File: config.mk
export PLATFORM = sky130hd
export DESIGN_NAME = mmio_timer
export DESIGN_NICKNAME = d
export VERILOG_FILES = /design/src/rtl/mmio_pkg.sv /design/src/rtl/mmio_timer.sv
export SDC_FILE = /design/constraint.sdc
export NUM_CORES = 1
export LEC_CHECK = 0
export BUFFER_PORTS_ARGS = -buffer_cell sky130_fd_sc_hd__buf_2
export CAP_MARGIN = 25
export CELL_PAD_IN_SITES_DETAIL_PLACEMENT = 1
export CELL_PAD_IN_SITES_GLOBAL_PLACEMENT = 2
export CORE_MARGIN = 4
export CORE_UTILIZATION = 32
export DETAILED_ROUTE_END_ITERATION = 10
export PLACE_DENSITY_LB_ADDON = 0.1
export SLEW_MARGIN = 15
export SYNTH_ARGS = -nofsm -noshare
export SYNTH_HDL_FRONTEND = slang
export SYNTH_SLANG_ARGS = --single-unit
File: constraint.sdc
create_clock -name clk -period 2.8 [get_ports clk]
set_clock_uncertainty 0.15 [all_clocks]
set_input_delay 0.56 -clock clk [delete_from_list [all_inputs] [get_ports clk]]
set_output_delay 0.56 -clock clk [all_outputs]
set_load 0.005 [all_outputs]
File: src/rtl/mmio_pkg.sv
// Shared definitions for the memory-mapped timer: register map, CTRL field
// layout, mode encodings and the timer FSM state encoding.
package mmio_pkg;

    // Word offsets of the timer registers (byte address bits [3:2]).
    localparam logic [1:0] TC_CTRL   = 2'd0;
    localparam logic [1:0] TC_PRESET = 2'd1;
    localparam logic [1:0] TC_COUNT  = 2'd2;

    // CTRL bit positions.
    localparam int CTRL_EN_BIT   = 0;
    localparam int CTRL_MODE_LSB = 1;
    localparam int CTRL_MODE_MSB = 2;
    localparam int CTRL_IM_BIT   = 3;

    // MODE encodings; 2 and 3 fall back to one-shot behaviour.
    localparam logic [1:0] MODE_ONESHOT = 2'd0;
    localparam logic [1:0] MODE_AUTO    = 2'd1;

    // Timer sequencing states.
    typedef enum logic [1:0] {
        ST_IDLE = 2'd0,
        ST_LOAD = 2'd1,
        ST_CNT  = 2'd2,
        ST_DONE = 2'd3
    } tc_state_e;

    // Assemble the architecturally visible CTRL word; upper bits read as 0.
    function automatic logic [31:0] ctrl_pack(input logic en, input logic [1:0] mode,
                                              input logic im);
        logic [31:0] word_v;
        word_v                              = 32'd0;
        word_v[CTRL_EN_BIT]                 = en;
        word_v[CTRL_MODE_MSB:CTRL_MODE_LSB] = mode;
        word_v[CTRL_IM_BIT]                 = im;
        return word_v;
    endfunction

endpackage

File: src/rtl/mmio_timer.sv
// Memory-mapped down-counting timer with a maskable, sticky interrupt.
// Three word registers (CTRL, PRESET, COUNT) are decoded from the CPU's
// data-memory stage; the counter reloads from PRESET and flags expiry.
module mmio_timer
    import mmio_pkg::*;
#(
    parameter int ADDR_W = 2
) (
    input  logic              clk,
    input  logic              reset,
    input  logic              sel,
    input  logic [ADDR_W-1:0] addr,
    input  logic              we,
    input  logic [31:0]       wdata,
    output logic [31:0]       rdata,
    output logic              irq
);

    // Architectural state.
    logic        en_r;
    logic [1:0]  mode_r;
    logic        im_r;
    logic [31:0] preset_r;
    logic [31:0] count_r;
    logic        irq_pend_r;
    tc_state_e   state_r;

    // Decode and FSM control strobes.
    tc_state_e   state_nxt_s;
    logic [1:0]  reg_off_s;
    logic        wr_ctrl_s;
    logic        wr_preset_s;
    logic        load_s;
    logic        dec_s;
    logic        zero_s;
    logic        set_pend_s;
    logic        clr_en_s;
    logic [31:0] rdata_s;

    assign reg_off_s   = 2'(addr);
    assign wr_ctrl_s   = sel & we & (reg_off_s == TC_CTRL);
    assign wr_preset_s = sel & we & (reg_off_s == TC_PRESET);

    // Timer state register.
    always_ff @(posedge clk or negedge reset) begin
        if (!reset) begin
            state_r <= ST_IDLE;
        end else begin
            state_r <= state_nxt_s;
        end
    end

    // Next-state and datapath control for the count sequence.
    always_comb begin
        state_nxt_s = state_r;
        load_s      = 1'b0;
        dec_s       = 1'b0;
        zero_s      = 1'b0;
        set_pend_s  = 1'b0;
        clr_en_s    = 1'b0;
        case (state_r)
            ST_IDLE: begin
                if (en_r) begin
                    state_nxt_s = ST_LOAD;
                end else begin
                    state_nxt_s = ST_IDLE;
                end
            end
            ST_LOAD: begin
                load_s      = 1'b1;
                state_nxt_s = ST_CNT;
            end
            ST_CNT: begin
                // A paused count keeps its value so it can be inspected.
                if (!en_r) begin
                    state_nxt_s = ST_IDLE;
                end else if (count_r <= 32'd1) begin
                    // Saturate at zero so a zero preset still expires once.
                    zero_s      = 1'b1;
                    state_nxt_s = ST_DONE;
                end else begin
                    dec_s       = 1'b1;
                    state_nxt_s = ST_CNT;
                end
            end
            ST_DONE: begin
                set_pend_s = 1'b1;
                if (mode_r == MODE_AUTO) begin
                    state_nxt_s = ST_LOAD;
                end else begin
                    clr_en_s    = 1'b1;
                    state_nxt_s = ST_IDLE;
                end
            end
            default: begin
                state_nxt_s = ST_IDLE;
            end
        endcase
    end

    // Register file: bus writes, counter datapath and the sticky pend flag.
    always_ff @(posedge clk or negedge reset) begin
        if (!reset) begin
            en_r       <= 1'b0;
            mode_r     <= 2'd0;
            im_r       <= 1'b0;
            preset_r   <= 32'd0;
            count_r    <= 32'd0;
            irq_pend_r <= 1'b0;
        end else begin
            // A software CTRL write overrides the one-shot auto-disable.
            if (wr_ctrl_s) begin
                en_r   <= wdata[CTRL_EN_BIT];
                mode_r <= wdata[CTRL_MODE_MSB:CTRL_MODE_LSB];
                im_r   <= wdata[CTRL_IM_BIT];
            end else if (clr_en_s) begin
                en_r <= 1'b0;
            end

            // PRESET is only sampled in LOAD, so mid-count writes are deferred.
            if (wr_preset_s) begin
                preset_r <= wdata;
            end

            if (load_s) begin
                count_r <= preset_r;
            end else if (dec_s) begin
                count_r <= count_r - 32'd1;
            end else if (zero_s) begin
                count_r <= 32'd0;
            end

            // Acknowledge by CTRL/PRESET write takes priority over a new expiry.
            if (wr_ctrl_s || wr_preset_s) begin
                irq_pend_r <= 1'b0;
            end else if (set_pend_s) begin
                irq_pend_r <= 1'b1;
            end
        end
    end

    // Read mux; unmapped offset and CTRL upper bits read as zero.
    always_comb begin
        rdata_s = 32'd0;
        case (reg_off_s)
            TC_CTRL:   rdata_s = ctrl_pack(en_r, mode_r, im_r);
            TC_PRESET: rdata_s = preset_r;
            TC_COUNT:  rdata_s = count_r;
            default:   rdata_s = 32'd0;
        endcase
    end

    assign rdata = rdata_s;
    assign irq   = irq_pend_r & im_r;

endmodule

# Yosys cells after proc, flatten, opt, wreduce, memory -nomap -nowiden
# Index checks and enable logic that the tools add are counted.
# Widths: inputs -> output; s select.
# word_totals
register_bits	71
in_bits	38
output_inout_bits	33
elab_cells	48
# classes
add_sub_neg	1
n_lt_le_gt_ge	1
n_eq_ne	6
mux	23
bitwise	4
n_reduce_logical	6
# ops
op	count
$mux 32	3
$pmux 32 s3	1
$le 32x1->1 const B	1
$sub 32x1->32 const B	1
$mux 1	17
$pmux 2 s4	1
$eq 2x1->1 const B	3
$eq 2x2->1 const B	3
$and 1x1->1	4
$logic_not 2->1	2
$reduce_bool 2->1	2
$reduce_bool 3->1	1
$mux 2	1
$logic_or 1x1->1	1

# Longest topological paths before layout
# Gate-level depths: netlist of the first run.
# depth
word_depth	7
ltp_mapped	9
depth_no_buf	7

# Worst setup path after synthesis of the first run
# Ideal clock, no wire load.
# synth_path
path_type	register to register
start	reg count_r[0]
end	reg count_r[14]
setup_time_ns	0.069
t_arrival_ns	2.379
required_time_ns	2.581
path_slack_ns	0.202
path_stages_with_launch	8
path_buffers	0
synth_period_minus_slack_ns	2.598
path_cell_list	dfrtp_1 inv_1 ha_1 or4b_4 or3_4 or3_1 or4b_1 nand3_1
# synth_via
elab_chain_len	6
word_cells_on_any_way	11
cone_classes	add/sub (1); order compare (1); mux (8); reduce/logical (1)
# synth_lines
item	line_no	source
start: declaration	mmio_timer.sv:24	logic [31:0] count_r;
start signal: assignment	mmio_timer.sv:126	count_r <= preset_r;
start signal: assignment	mmio_timer.sv:128	count_r <= count_r - 32'd1;
$le 32x1->1	mmio_timer.sv:77	end else if (count_r <= 32'd1) begin
$mux 1	mmio_timer.sv:77	
$mux 1	mmio_timer.sv:75	if (!en_r) begin
$mux 1	mmio_timer.sv:61	case (state_r)
$mux 32	mmio_timer.sv:127	end else if (dec_s) begin
$mux 32	mmio_timer.sv:125	if (load_s) begin
# Several ways; a longest one is shown, not always the timed one.
# A chain may end at the register's enable or synchronous reset.

# Worst setup path after layout of the first run
# layout_path
start	reg count_r[1]
end	reg count_r[14]
# Same word-level chain as after synthesis.

==> flow_metrics.py, run 1 <==
metrics = {
    "outcome": {
        "outcome": "complete, no violations",
    },
    "yosys": {
        "synth_top_area_cell": "dfrtp_1",
        "async_flop_share": 1.000,
        "synth_area_leaders": "dfrtp_1 (45%), mux2_2 (9.6%), a22o_1 (6.1%)",
        "yosysMostFrequentCell": "dfrtp_1",
        "syn-num-nets": 433,
        "synth_cell_types": 56,
        "netlist_top_cells_count": "dfrtp_1 (71), mux2_2 (34), a22o_1 (28)",
        "synth_edf_count": 0,
        "ys.flop_type": "dfrtp_1",
        "syn_area_per_cell_um2": 10.16,
        "netlist_instances": 393,
        "syn-cell-area_um2": 3993,
        "ys_ff_latch": 71,
        "yosysWarningCount": 0,
        "synth_top_area_frac": 0.4450,
        "ys_seq_area_frac": 0.4450,
    },
    "global_route": {
        "grt_max_degree": 72,
        "grt-ovfl-total": 0,
        "met2_usage": 0.2871,
        "grt_busiest_layer": "met2",
        "grt_pass1_vias": 3725,
        "antenna_found_initial": 0,
        "track_usage": 0.1807,
        "grt_util_met1": 0.2382,
        "grtUsageMet3": 0.04760,
        "grt_pass1_wl_um": 20430,
    },
    "cts": {
        "cts_buffer_depth": 2,
        "clkTransAtPathRegs_ps": 60,
        "cts-buffers-inserted": 9,
        "clk_latency_ps": 350,
        "cts-root-buf": "clkbuf_16",
        "h-tree-depth": 3,
        "ctsHoldBuffers": 0,
        "cts_sinks": 71,
        "tritoncts": "built",
    },
    "final_layout": {
        "drive_gt1_frac": 0.3495,
        "final_core_util": 0.4082,
        "n_antenna_cell": 0,
        "n_fill_cell": 1413,
        "syn_to_final_growth_pct": 23.82,
        "fin_nets": 512,
    },
    "critical_path": {
        "critical_path_class": "flop to flop",
        "start_kind": "flop",
        "crit_required_ps": 2930,
        "end_kind": "flop",
        "cp_max_fo": 6,
        "critPathArrivalTime_ps": 2800,
    },
    "timing": {
        "fmax_mhz": 374.3,
        "setup_viol": 0,
        "rsz0062_at_grt": "no",
        "period_share": 0.9541,
        "min_period_ps": 2671,
        "setup_tns_ps": 0,
        "maxSlewViolCount": 0,
        "worst_slew_pin_slew_ps": 720.8,
        "relSlewSlack": 0.5158,
        "hold_violations": 0,
    },
    "drt": {
        "viasPerCell": 5.471,
        "antenna_left": 0,
        "wirelength_um": 12270,
        "drc": 0,
        "firstDrtPassIters": 5,
        "drt_iter0_markers": 115,
        "vias": 3518,
        "wl_per_cell_um": 19.08,
    },
    "die": {
        "start_util": 0.3296,
        "boundaryPins": 71,
        "die_w_um": 119.7,
        "dieHeight_um": 119.7,
        "dieArea_um2": 14330,
        "fp-row-count": 40,
        "core_um2": 12110,
    },
    "power": {
        "pwr-share-seq": 0.378,
        "intPower_mw": 2.898,
        "p_switching_mw": 1.827,
        "swShare": 0.3867,
        "power_frac_clock": 0.224,
        "p_comb_frac": 0.397,
        "power.density_nw_per_um2": 955.7,
        "leakage_nw": 2.182,
        "peakVddDrop_v": 0.0002490,
    },
    "job": {
        "maxCapViolations": 0,
    },
    "place": {
        "place.gp.congestion": 0.8338,
        "hpwlAfterDp_um": 8352,
        "portBuffers": 70,
    },
    "worst_hold_path": {
        "min-delay-path-class": "input pin to async pin",
    },
}
==> worst paths after layout <==
path / slack (ps) / from / depth (start not counted) / to
worst max-delay path: 130 / count_r[1] / 7 / count_r[14]
worst min-delay path: 90 / reset / 2 / preset_r[3]
worst max register to register: 130 / count_r[1] / 7 / count_r[14]
worst min register to register: 340 / irq_pend_r / 2 / irq_pend_r
max in group asynchronous: 2080 / reset / 2 / mode_r[0]
min in group clk: 290 / wdata[21] / 2 / preset_r[21]
==> critical path, stage by stage (launching register included) <==
cell     delay, ps
dfrtp_1        400
inv_1          120
ha_4           170
or4b_4         510
or3_4          380
or3_1          330
or4b_1         480
nand3_1         80
==> layer usage <==
layer	share of wire	wire, µm	up-vias
met5	0	0	-
met4	0.015	187	0
met3	0.043	528	13
met2	0.46	5655	67
met1	0.48	5894	1774
li1	-	-	1664
==> through the flow <==
step           hold WS, ps  setup WS [ps]  area (µm²)  std cells  total power, mW
2_1_floorplan        114.4          202.4        3993        393            2.940
3_3_place_gp         330.7          132.1        4658        628            3.625
3_5_place_dp         338.9          28.12        4658        628            3.664
4_1_cts              111.3          23.70        4923        642            4.765
5_1_grt              119.4          46.29        4943        643            5.103
6_report             93.57          128.7        4943        643            4.724
==> layout by cell type (no fill, tap or decap), drive strengths merged, types with 11 or more instances in the layout <==
cell type / n
nand2: 22
clkbuf: 13
a22o: 28
buf: 98
mux2: 34
a22oi: 17
nand4: 11
nand3: 19
nor2: 19
dfrtp: 71
o21ai: 19
==> power groups by stage <==
stage	Combinational (mW)	Sequential, mW	Clock, mW
detailed placement	1.86	1.80	0
global placement	1.84	1.79	0
global route	2.10	1.86	1.14
finish	1.88	1.79	1.06
floorplan	1.27	1.67	0
CTS	1.87	1.79	1.10
==> cells by family (layout without fill, tap and decap cells) <==
family | after synthesis | after routing | share of synthesized area
multiplexers | 38 | 38 | 0.1059
adder cells (fa/ha/maj) | 2 | 2 | 0.006267
AO/OA/AOI/OAI | 105 | 105 | 0.1927
flip-flops | 71 | 71 | 0.4450
AND/OR/NAND/NOR | 129 | 129 | 0.1893
XOR/XNOR | 9 | 9 | 0.01974
buffers and inverters | 39 | 121 | 0.04105
==> sequential cells by signal (all words and copies together) (netlist names) <==
name        count
im_r            1
state_r         2
irq_pend_r      1
count_r        32
en_r            1
preset_r       32
mode_r          2
==> timing repair <==
item,4_1_cts,5_1_grt
endpoints found under the setup margin,0,1
setup buffers,0,1
gates resized for setup,0,2
==> cell type report <==
class                           instances  area (µm²)  area share
Tap cell                              168       210.2     0.04252
Timing Repair Buffer                   98       585.6      0.1185
Multi-Input combinational cell        283        2072      0.4191
Clock inverter                          1       5.005    0.001012
Sequential cell                        71        1777      0.3594
Inverter                                9       33.78    0.006834
Clock buffer                           13       260.3     0.05264
Power figures use the tool's default switching activity.
==> run 2: changes to the inputs <==
CORE_UTILIZATION = 35   (was 32)
clock period = 2.9 ns   (was 2.8 ns; I/O delays follow)
==> flow_metrics.py, run 2 (synthesis gave the netlist of run 1 again) <==
metrics = {
    "power": {
        "peakVddDrop_v": 0.0003950,
        "power.density_nw_per_um2": 927.2,
        "leakage_nw": 2.154,
    },
    "cts": {
        "cts-root-buf": "clkbuf_16",
        "cts_buffer_depth": 2,
        "h-tree-depth": 3,
        "cts_resized": 0,
        "clk_latency_ps": 340,
        "cts_sinks": 71,
        "postCtsSetupRepairBufs": 0,
        "ctsHoldBuffers": 0,
        "tritoncts": "built",
        "clkTransAtPathRegs_ps": 50,
        "cts-buffers-inserted": 9,
    },
    "timing": {
        "fin_ws_ps": 150.2,
        "maxSlewViolCount": 0,
        "period_share": 0.9482,
        "setup_tns_ps": 0,
        "hold_violations": 0,
        "setup_viol": 0,
        "worst_slew_pin_slew_ps": 654.9,
        "min_period_ps": 2750,
        "fmax_mhz": 363.7,
        "relSlewSlack": 0.5594,
        "rsz0062_at_grt": "no",
    },
    "critical_path": {
        "path_cells": "inv_1 > ha_1 > or4b_4 > or3_4 > or3_1 > or4b_1 > nand3_1",
        "start_kind": "flop",
        "regToRegStartpoint": "count_r[0]",
        "max_stage_delay_ps": 540,
        "crit_buf_inv": 1,
        "crit_start": "count_r[0]",
        "cp_max_fo": 6,
        "crit_required_ps": 3020,
        "crit_family": "simple AND/OR/NAND/NOR gates",
        "critPathSlowestCell": "or4b_4",
        "critical_path_class": "flop to flop",
        "critPathArrivalTime_ps": 2870,
        "end_kind": "flop",
    },
    "die": {
        "start_util": 0.3635,
        "core_um2": 10980,
        "dieHeight_um": 114.8,
        "dieArea_um2": 13180,
        "boundaryPins": 71,
        "die_w_um": 114.8,
        "fp-row-count": 38,
    },
    "drt": {
        "vias": 3504,
        "wl_per_cell_um": 19.71,
        "drt_iter0_markers": 166,
        "firstDrtPassIters": 4,
        "antenna_left": 0,
        "drc": 0,
        "wirelength_um": 12040,
        "viasPerCell": 5.735,
    },
    "final_layout": {
        "fin_nets": 506,
        "mostFrequentLayoutCells": "dfrtp_1 (71), buf_2 (70), mux2_2 (34)",
        "largest_registers": "count_r (32), preset_r (32)",
        "syn_to_final_growth_pct": 21.50,
        "n_antenna_cell": 0,
        "drive_gt1_frac": 0.3418,
        "fin_cells": 611,
        "fin_area_um2": 4851,
        "final_common_cell": "dfrtp_1",
    },
    "place": {
        "pre_cts_ws_ps": 154.7,
        "portBuffers": 70,
        "placed_cells": 595,
        "hpwlAfterDp_um": 8301,
        "place_area_um2": 4573,
        "place.gp.congestion": 0.8562,
    },
    "global_route": {
        "grt-ovfl-total": 0,
        "antenna_found_initial": 0,
        "grt_pass1_wl_um": 19740,
        "grt_max_degree": 72,
        "track_usage": 0.1934,
        "grt_pass1_vias": 3593,
    },
    "job": {
        "maxCapViolations": 0,
    },
    "outcome": {
        "outcome": "complete, no violations",
    },
    "worst_hold_path": {
        "min-delay-path-class": "input pin to async pin",
    },
}
## run 2: cell types whose count changed in the layout (fill, tap and decap cells not counted), sizes merged
cell | previous run | this run
clkinv | 1 | 2
buf | 98 | 92
clkinvlp | 0 | 1
## run 2: per-layer routing
| layer | routed length, µm | share of wire | global-route usage |
|---|---|---|---|
| met3 | 518 | 0.043 | 0.04632 |
| met4 | 170 | 0.014 | 0.06338 |
| met1 | 5630 | 0.47 | 0.2675 |
| met2 | 5724 | 0.48 | 0.3000 |
| met5 | 0 | 0 | 0 |
## run 2: worst reg2reg max path: stages, from the launching register on
cell and delay (ps):
dfrtp_1 420, inv_1 80, ha_1 240, or4b_4 540, or3_4 380, or3_1 330, or4b_1 470, nand3_1 80
## run 2: cell type report
| type | count | area [µm²] |
|---|---|---|
| Timing Repair Buffer | 92 | 528.0 |
| Clock inverter | 3 | 17.52 |
| Multi-Input combinational cell | 283 | 2059 |
| Clock buffer | 13 | 260.3 |
| Tap cell | 140 | 175.2 |
| Sequential cell | 71 | 1777 |
| Fill cell | 1261 | 6132 |
| Inverter | 9 | 33.78 |
## run 2: path summary, 6_finish.rpt
kind / endpoint / slack, ps / depth (start not counted)
worst max register to register: count_r[14] / 150 / 7
worst max-delay path: count_r[14] / 150 / 7
max in group asynchronous: count_r[16] / 2160 / 2
worst min-delay path: preset_r[4] / 100 / 2
min in group clk: en_r / 310 / 3
worst min register to register: irq_pend_r / 350 / 2
## run 2: power breakdown
part           switching, mW  internal [mW]
Clock                  0.417          0.623
Sequential             0.420           1.33
Combinational          0.919          0.789
Total                   1.76           2.74
## run 2: per-stage QoR
stage,utilization,total power [mW],hold slack [ps]
after detailed placement,0.4164,3.489,345.9
after CTS,0.4417,4.554,125.3
final,0.4417,4.498,101.1
after floorplan,-,2.839,134.4
after global placement,0.4164,3.435,335.0
after global routing,0.4417,4.857,143.4
